**src/rtl/uart_pkg.sv**
```systemverilog
// Shared definitions for the UART receive path: capture FSM encoding and default word width.
package uart_pkg;

    localparam int unsigned DATA_SIZE_DEFAULT = 7;

    typedef enum logic {
        IDLE = 1'b0,
        ACK  = 1'b1
    } cap_state_t;

endpackage

```
**src/rtl/sync_fifo.sv**
```systemverilog
// Show-ahead synchronous FIFO; push while full is dropped unless a pop happens in the same cycle.
module sync_fifo #(
    parameter int unsigned WIDTH = 8,
    parameter int unsigned DEPTH = 8
) (
    input  logic                     clk,
    input  logic                     reset,
    input  logic                     push,
    input  logic                     pop,
    input  logic [WIDTH-1:0]         din,
    output logic [WIDTH-1:0]         dout,
    output logic                     empty,
    output logic                     full,
    output logic [$clog2(DEPTH):0]   count
);

    localparam int unsigned AW = $clog2(DEPTH);
    localparam int unsigned CW = AW + 1;

    logic [WIDTH-1:0] mem [DEPTH];
    logic [AW-1:0]    wr_ptr;
    logic [AW-1:0]    rd_ptr;
    logic             do_push;
    logic             do_pop;

    assign empty   = (count == CW'(0));
    assign full    = (count == CW'(DEPTH));
    assign do_pop  = pop && !empty;
    assign do_push = push && (!full || do_pop);
    assign dout    = mem[rd_ptr];

    // Storage is intentionally not reset.
    always_ff @(posedge clk) begin
        if (do_push) begin
            mem[wr_ptr] <= din;
        end
    end

    always_ff @(posedge clk) begin
        if (reset) begin
            wr_ptr <= '0;
            rd_ptr <= '0;
            count  <= '0;
        end else begin
            if (do_push) begin
                wr_ptr <= wr_ptr + AW'(1);
            end
            if (do_pop) begin
                rd_ptr <= rd_ptr + AW'(1);
            end
            case ({do_push, do_pop})
                2'b10:   count <= count + CW'(1);
                2'b01:   count <= count - CW'(1);
                default: count <= count;
            endcase
        end
    end

endmodule

```
**src/rtl/uart_rx_fifo.sv**
```systemverilog
// Captures frames from the receiver shift register into a FIFO with overrun/framing-error flags.
// Define UART_RX_FIFO_FERR_EN to store the frame-error bit per entry and expose rd_ferr.
module uart_rx_fifo
    import uart_pkg::*;
#(
    parameter int unsigned DATA_SIZE = DATA_SIZE_DEFAULT,
    parameter int unsigned DEPTH     = 8
) (
    input  logic                    clk,
    input  logic                    reset,
    input  logic [DATA_SIZE-1:0]    rsr_data,
    input  logic                    rsr_data_ready,
    input  logic                    rsr_frame_error,
    output logic                    rsr_ack,
    output logic [DATA_SIZE-1:0]    rd_data,
    output logic                    rd_valid,
    input  logic                    rd_ready,
`ifdef UART_RX_FIFO_FERR_EN
    output logic                    rd_ferr,
`endif
    output logic [$clog2(DEPTH):0]  count,
    output logic                    overrun,
    output logic                    ferr_sticky,
    input  logic                    clear_err
);

`ifdef UART_RX_FIFO_FERR_EN
    localparam int unsigned WIDTH = DATA_SIZE + 1;
`else
    localparam int unsigned WIDTH = DATA_SIZE;
`endif

    cap_state_t       state;
    logic             capture_c;
    logic             push_c;
    logic             pop_c;
    logic             drop_c;
    logic             fifo_full;
    logic             fifo_empty;
    logic [WIDTH-1:0] fifo_din;
    logic [WIDTH-1:0] fifo_dout;

    // A frame is processed only on the IDLE cycle that first sees it pending.
    assign capture_c = (state == IDLE) && rsr_data_ready;

`ifdef UART_RX_FIFO_FERR_EN
    assign push_c   = capture_c;
    assign fifo_din = {rsr_frame_error, rsr_data};
    assign rd_ferr  = fifo_dout[DATA_SIZE];
`else
    assign push_c   = capture_c && !rsr_frame_error;
    assign fifo_din = rsr_data;
`endif

    assign rd_data  = fifo_dout[DATA_SIZE-1:0];
    assign rd_valid = !fifo_empty;
    assign pop_c    = rd_ready && rd_valid;
    assign drop_c   = push_c && !rsr_frame_error && fifo_full && !pop_c;

    sync_fifo #(
        .WIDTH (WIDTH),
        .DEPTH (DEPTH)
    ) u_fifo (
        .clk   (clk),
        .reset (reset),
        .push  (push_c),
        .pop   (pop_c),
        .din   (fifo_din),
        .dout  (fifo_dout),
        .empty (fifo_empty),
        .full  (fifo_full),
        .count (count)
    );

    // Capture handshake FSM and sticky flags; set events take priority over clear_err.
    always_ff @(posedge clk) begin
        if (reset) begin
            state       <= IDLE;
            rsr_ack     <= 1'b0;
            overrun     <= 1'b0;
            ferr_sticky <= 1'b0;
        end else begin
            case (state)
                IDLE: begin
                    if (rsr_data_ready) begin
                        state   <= ACK;
                        rsr_ack <= 1'b1;
                    end
                end
                ACK: begin
                    if (!rsr_data_ready) begin
                        state   <= IDLE;
                        rsr_ack <= 1'b0;
                    end
                end
                default: begin
                    state   <= IDLE;
                    rsr_ack <= 1'b0;
                end
            endcase

            if (clear_err) begin
                overrun     <= 1'b0;
                ferr_sticky <= 1'b0;
            end
            if (drop_c) begin
                overrun <= 1'b1;
            end
            if (capture_c && rsr_frame_error) begin
                ferr_sticky <= 1'b1;
            end
        end
    end

endmodule

```
**config.mk**
```make
export PLATFORM = sky130hd
export DESIGN_NAME = uart_rx_fifo
export DESIGN_NICKNAME = d
export VERILOG_FILES = /design/src/rtl/uart_pkg.sv /design/src/rtl/sync_fifo.sv /design/src/rtl/uart_rx_fifo.sv
export SDC_FILE = /design/constraint.sdc
export NUM_CORES = 1
export LEC_CHECK = 0
export ABC_AREA = 0
export ABC_CLOCK_PERIOD_IN_PS = 2700
export CAP_MARGIN = 30
export CORE_UTILIZATION = 25
export CTS_BUF_LIST = sky130_fd_sc_hd__clkbuf_2 sky130_fd_sc_hd__clkbuf_4 sky130_fd_sc_hd__clkbuf_8
export DETAILED_ROUTE_END_ITERATION = 7
export HOLD_SLACK_MARGIN = 0.15
export PLACE_DENSITY = 0.43
export SLEW_MARGIN = 40
export SYNTH_ARGS = -nofsm -noshare
export SYNTH_HDL_FRONTEND = slang
export SYNTH_SLANG_ARGS = --single-unit
```
**constraint.sdc**
```tcl
create_clock -name clk -period 2.7 [get_ports clk]
set_input_delay 0.675 -clock clk [delete_from_list [all_inputs] [get_ports clk]]
set_output_delay 0.675 -clock clk [all_outputs]
set_load 0.01 [all_outputs]
```
# Word level (Yosys, flattened, before mapping)
# Memory sizes are Yosys's and may differ from the RTL's. A register that Yosys moved wholly into a read port is not among the register bits.
# Index checks and enable logic that the tools add are counted.
# op_classes
shifts,0
bitwise,1
muxes,12
n_mul,0
addsub,4
reduce_logical,19
order_cmp,0
n_div,0
eq_ne,5
# op_table
operator,n
1-bit logical AND,9
1-bit 2-to-1 mux,8
4-bit case mux with 2 select lines,1
3-bit by 1-bit adder with 3-bit output (second input constant),2
3-bit 2-to-1 mux,2
2-bit nonzero test,3
4-bit by 1-bit adder with 4-bit output (second input constant),1
4-bit == test (second input constant),1
1-bit zero test,4
4-bit zero test,1
2-bit inequality test (second input constant),2
4-bit by 1-bit subtractor with 4-bit output (second input constant),1
2-bit by 1-bit == test with 1-bit output (second input constant),1
2-bit == test (second input constant),1
1-bit case mux with 2 select lines,1
2-bit AND reduction,1
1-bit logical OR,1
1-bit inverter,1
# totals
mem_count,1
latchBits,0
rom_bits,0
regBits,14
ramBits,56
inputBits,13
word_cells,49
output_inout_bits,15
# memory_table
memory,depth,width,rd,rd_ports_with_merged_regs,wr,line,text
u_fifo.mem,8,7,1,1,1,sync_fifo.sv:20,logic [WIDTH-1:0] mem [DEPTH];

# Logic depth before layout (Yosys ltp)
# depth
depth_word,8
mapped_depth,11

# Modules after synthesis
# Synthesis repeated with hierarchy kept, for this count alone.
# unflattened
cells_unflattened,187
area_unflattened_um2,3095.5
# modules_own_cells
mod,area_per_inst_um2,seq_area_each_um2,n_inst,cells_per_inst
sync_fifo,2914.0,1941.9,1,167
uart_rx_fifo,181.4,80.1,1,20

# Worst setup path after synthesis
# OpenSTA, ideal clock, no wires.
# synth_path
path_type,input port to flip-flop
startpoint,in rsr_data_ready
endpoint,reg u_fifo.count[1]
setup_slack_ns,0.260
t_arrival_ns,2.370
setup_ns,0.071
n_path_buf,1
path_stages,10
required_time_ns,2.629
path_cell_list,ha_1 -> nor2b_1 -> buf_2 -> nor2_2 -> xor2_1 -> ha_1 -> or4b_1 -> nor3_1 -> a21oi_1 -> a21oi_1
# synth_between
elab_chain_cells,5
# synth_rtl
item,line,text
"start, declared",uart_rx_fifo.sv:12,"input logic rsr_data_ready,"
1-bit logical AND *,uart_rx_fifo.sv:44,assign capture_c = (state == IDLE) && rsr_data_ready;
1-bit logical AND *,uart_rx_fifo.sv:51,assign push_c = capture_c && !rsr_frame_error;
1-bit logical AND *,sync_fifo.sv:29,assign do_push = push && (!full || do_pop);
2-bit by 1-bit == test with 1-bit output / 2-bit == test (equally long branches),sync_fifo.sv:51,"case ({do_push, do_pop})"
4-bit case mux with 2 select lines / 2-bit nonzero test (equally long branches),n/a,
"end signal, assigned",sync_fifo.sv:52,2'b10: count <= count + CW'(1);
"end signal, assigned",sync_fifo.sv:53,2'b01: count <= count - CW'(1);
"end signal, assigned",sync_fifo.sv:54,default: count <= count;
"end, declared",sync_fifo.sv:14,output logic [$clog2(DEPTH):0] count
# Mark *: on every way between the ends. The rest lies on a longest branch, timed or not.
# A chain may end at the register's enable or synchronous reset.

==> results.sh <==
export IMPL_outcome="complete, but fails checks"
export IMPL_failed_checks="design-rule violations"
export IMPL_hold_violations=0
export IMPL_clkSinkCount=73
export IMPL_timing_final_ws_setup_ns=0.08340
export IMPL_crit_path_start_kind="flop"
export IMPL_gp_congestion=0.7852
export IMPL_synth_area_um2=2979
export IMPL_relSlewSlack_pct=71.28
export IMPL_syn_to_final_growth_pct=26.59
export IMPL_p_leak_nw=1.270
export IMPL_utilization_pct=32.75
export IMPL_ys_seq_area_share_pct=67.87
export IMPL_synth_async_sr_flop_share_pct=0
export IMPL_die_area_um2=12360
export IMPL_via_count=1694
export IMPL_slew_viol_final=0
export IMPL_register_area_um2=2026
export IMPL_grt_max_degree=15
export IMPL_synth_edf_count=56
export IMPL_required_ns=2.03
export IMPL_period_minus_slack_ns=2.617
export IMPL_ant_nets=0
export IMPL_hpwl_um=3848
export IMPL_hold_buffers=0
export IMPL_cap_violations=0
export IMPL_cp_end_kind="output port"
export IMPL_yosys_top_cells_area="edfxtp_1 56%, dfxtp_1 11%, mux4_2 11%"
export IMPL_grt_pass1_wl_um=9722
export IMPL_grt_ovfl_total=0
export IMPL_timing_fmax_mhz=382.2
export IMPL_wl_per_cell_um=15.57
export IMPL_cp_max_fo=7
export IMPL_io_buffers=27
export IMPL_drive_gt1_share_pct=27.92
export IMPL_num_rows=39
export IMPL_rsz0062_at_grt="no"
export IMPL_dpl_worst_slack_ns=-0.1978
export IMPL_ios=28
export IMPL_htree_levels=3
export IMPL_syn_num_nets=201
export IMPL_fin_area_um2=3771
export IMPL_clk_latency_ns=0.34
export IMPL_die_h_um=111.2
export IMPL_hold_path_class="flop to flop"
export IMPL_multiInputGateArea_um2=898.4
export IMPL_diodes=0
export IMPL_setup_viol=0
export IMPL_clk_pin_slew_worst_paths_ns=0.07
export IMPL_synth_ff_type="edfxtp_1"
export IMPL_ctsLongestPathBuffers=2
export IMPL_finalCritPeriodShare_pct=96.91
export IMPL_dieWidth_um=111.2
export IMPL_routed_wl_um=5964
export IMPL_powerDensity_nw_per_um2=716.9
export IMPL_cts_root_buf="clkbuf_8"
export IMPL_grt_use_total_pct=10.81
export IMPL_cp_data_arrival_time_ns=1.94
export IMPL_ys_seq_elements=73
export IMPL_path_cells="buf_12 > mux4_2 > mux2_2 > dlygate4sd2_1"
export IMPL_power_total_mw=2.704
export IMPL_initial_core_util_pct=25.87
export IMPL_final_common_cell="edfxtp_1"
export IMPL_cts_tree="yes"
export IMPL_postPlaceCellArea_um2=3555
export IMPL_first_pass_iters=6
export IMPL_path_class="flop to output port"
export IMPL_yosysWarnings=0
export IMPL_syn_inst=184
export IMPL_peakVddDrop_mv=0.3066
export IMPL_drc=4
export IMPL_grt_pass1_vias=1806
export IMPL_crit_slowest_cell="mux4_2"
export IMPL_slowest_delay_ns=0.49
export IMPL_avgSynthCellArea_um2=16.19
export IMPL_nFillCells=1128
export IMPL_yosysTopAreaCellShare_pct=56.45
export IMPL_tightest_slew_ns=0.4302
export IMPL_yosys_area_top_type="edfxtp_1"
export IMPL_drt_iter0_drc=100
export IMPL_viasPerCell=4.423
export IMPL_antenna_found_initial=0
export IMPL_core_area_um2=11520
export IMPL_cts_buffers=9
export IMPL_ys_types=36
export IMPL_final_cell_mix="56 x edfxtp_1, 21 x buf_4, 20 x clkdlybuf4s50_1"
export IMPL_fin_worst_skew_ns=0.005613
export IMPL_fin_nets=252
==> sequential cells by signal, indices dropped and copies added, names as in the netlist, named ones only <==
name           count
u_fifo.mem        56
u_fifo.count       4
u_fifo.rd_ptr      3
u_fifo.wr_ptr      3
ferr_sticky        1
overrun            1
rsr_ack            1
state              1
==> cells in the mapped netlist (all sizes together), types with 2 or more instances <==
master / instances
a21oi: 10
a31oi: 2
buf: 6
clkbuf: 4
dfxtp: 17
edfxtp: 56
ha: 4
inv: 2
mux2: 9
mux2i: 2
mux4: 14
nand2: 5
nand2b: 8
nand3: 2
nand4: 2
nor2: 18
nor2b: 4
nor3: 6
o21ai: 2
or4: 2
xor2: 3
==> power by group <==
group | internal (mW) | switching [mW]
Clock | 0.431 | 0.390
Combinational | 0.330 | 0.250
Sequential | 1.25 | 0.0560
Total | 2.01 | 0.696
==> routing by layer <==
metal	global-route usage (%)	vias up	routed length [µm]
li1	-	809	-
met3	4.483	14	296
met5	0	-	0
met2	16.54	41	2694
met1	13.34	830	2789
met4	4.685	0	183
==> cell families (layout without fill, tap and decap cells) <==
kind of cell | after synthesis | count (layout) | synth area share, %
DFF | 73 | 73 | 67.87
and+or+nand+nor | 49 | 49 | 8.610
muxes | 25 | 25 | 14.66
AOI/OAI and AO/OA | 17 | 17 | 4.032
buffers and inverters | 12 | 68 | 1.974
adders and majority gates | 4 | 4 | 1.680
xor gates and xnor gates | 4 | 4 | 1.176
==> final timing paths <==
path / from / endpoint / slack (ns) / depth (start not counted)
min reg2reg: ferr_sticky / ferr_sticky / 0.48 / 2
max reg2reg: u_fifo.count[3] / u_fifo.count[1] / 0.46 / 8
max: flop / rd_data[3] / 0.08 / 4
min: ferr_sticky / ferr_sticky / 0.48 / 2
==> stage by stage <==
| step | instances | TNS [ns] | hold slack [ns] |
|---|---|---|---|
| 2_1_floorplan | 184 | 0 | 0.4622 |
| 3_3_place_gp | 366 | -0.2028 | 0.4597 |
| 3_5_place_dp | 366 | -0.2220 | 0.4685 |
| 4_1_cts | 383 | 0 | 0.4861 |
| 5_1_grt | 383 | 0 | 0.5165 |
| 6_report | 383 | 0 | 0.4834 |
==> area by class of cell <==
type / instances / share of cell area (%)
clock buffer: 10 / 3.484
multi-input combinational: 99 / 23.82
clock inverter: 6 / 1.559
inverter: 2 / 0.1991
sequential: 73 / 53.72
tap: 143 / 4.745
timing repair buffer: 50 / 12.48
==> what timing repair did <==
item / in CTS / in global routing
resized for setup: 12 / 1
setup endpoints to repair: 7 / 1
pin swaps: 0 / 0
endpoints found under the hold margin: 0 / 0
cloned: 1 / 0
setup buffers: 0 / 0
==> critical path, delay by kind of cell (launching register included) <==
| family | cells | cell delay [ns] |
|---|---|---|
| mux | 2 | 0.78 |
| buf+inv | 2 | 0.42 |
| flops | 1 | 0.39 |
Power figures use the tool's default switching activity.
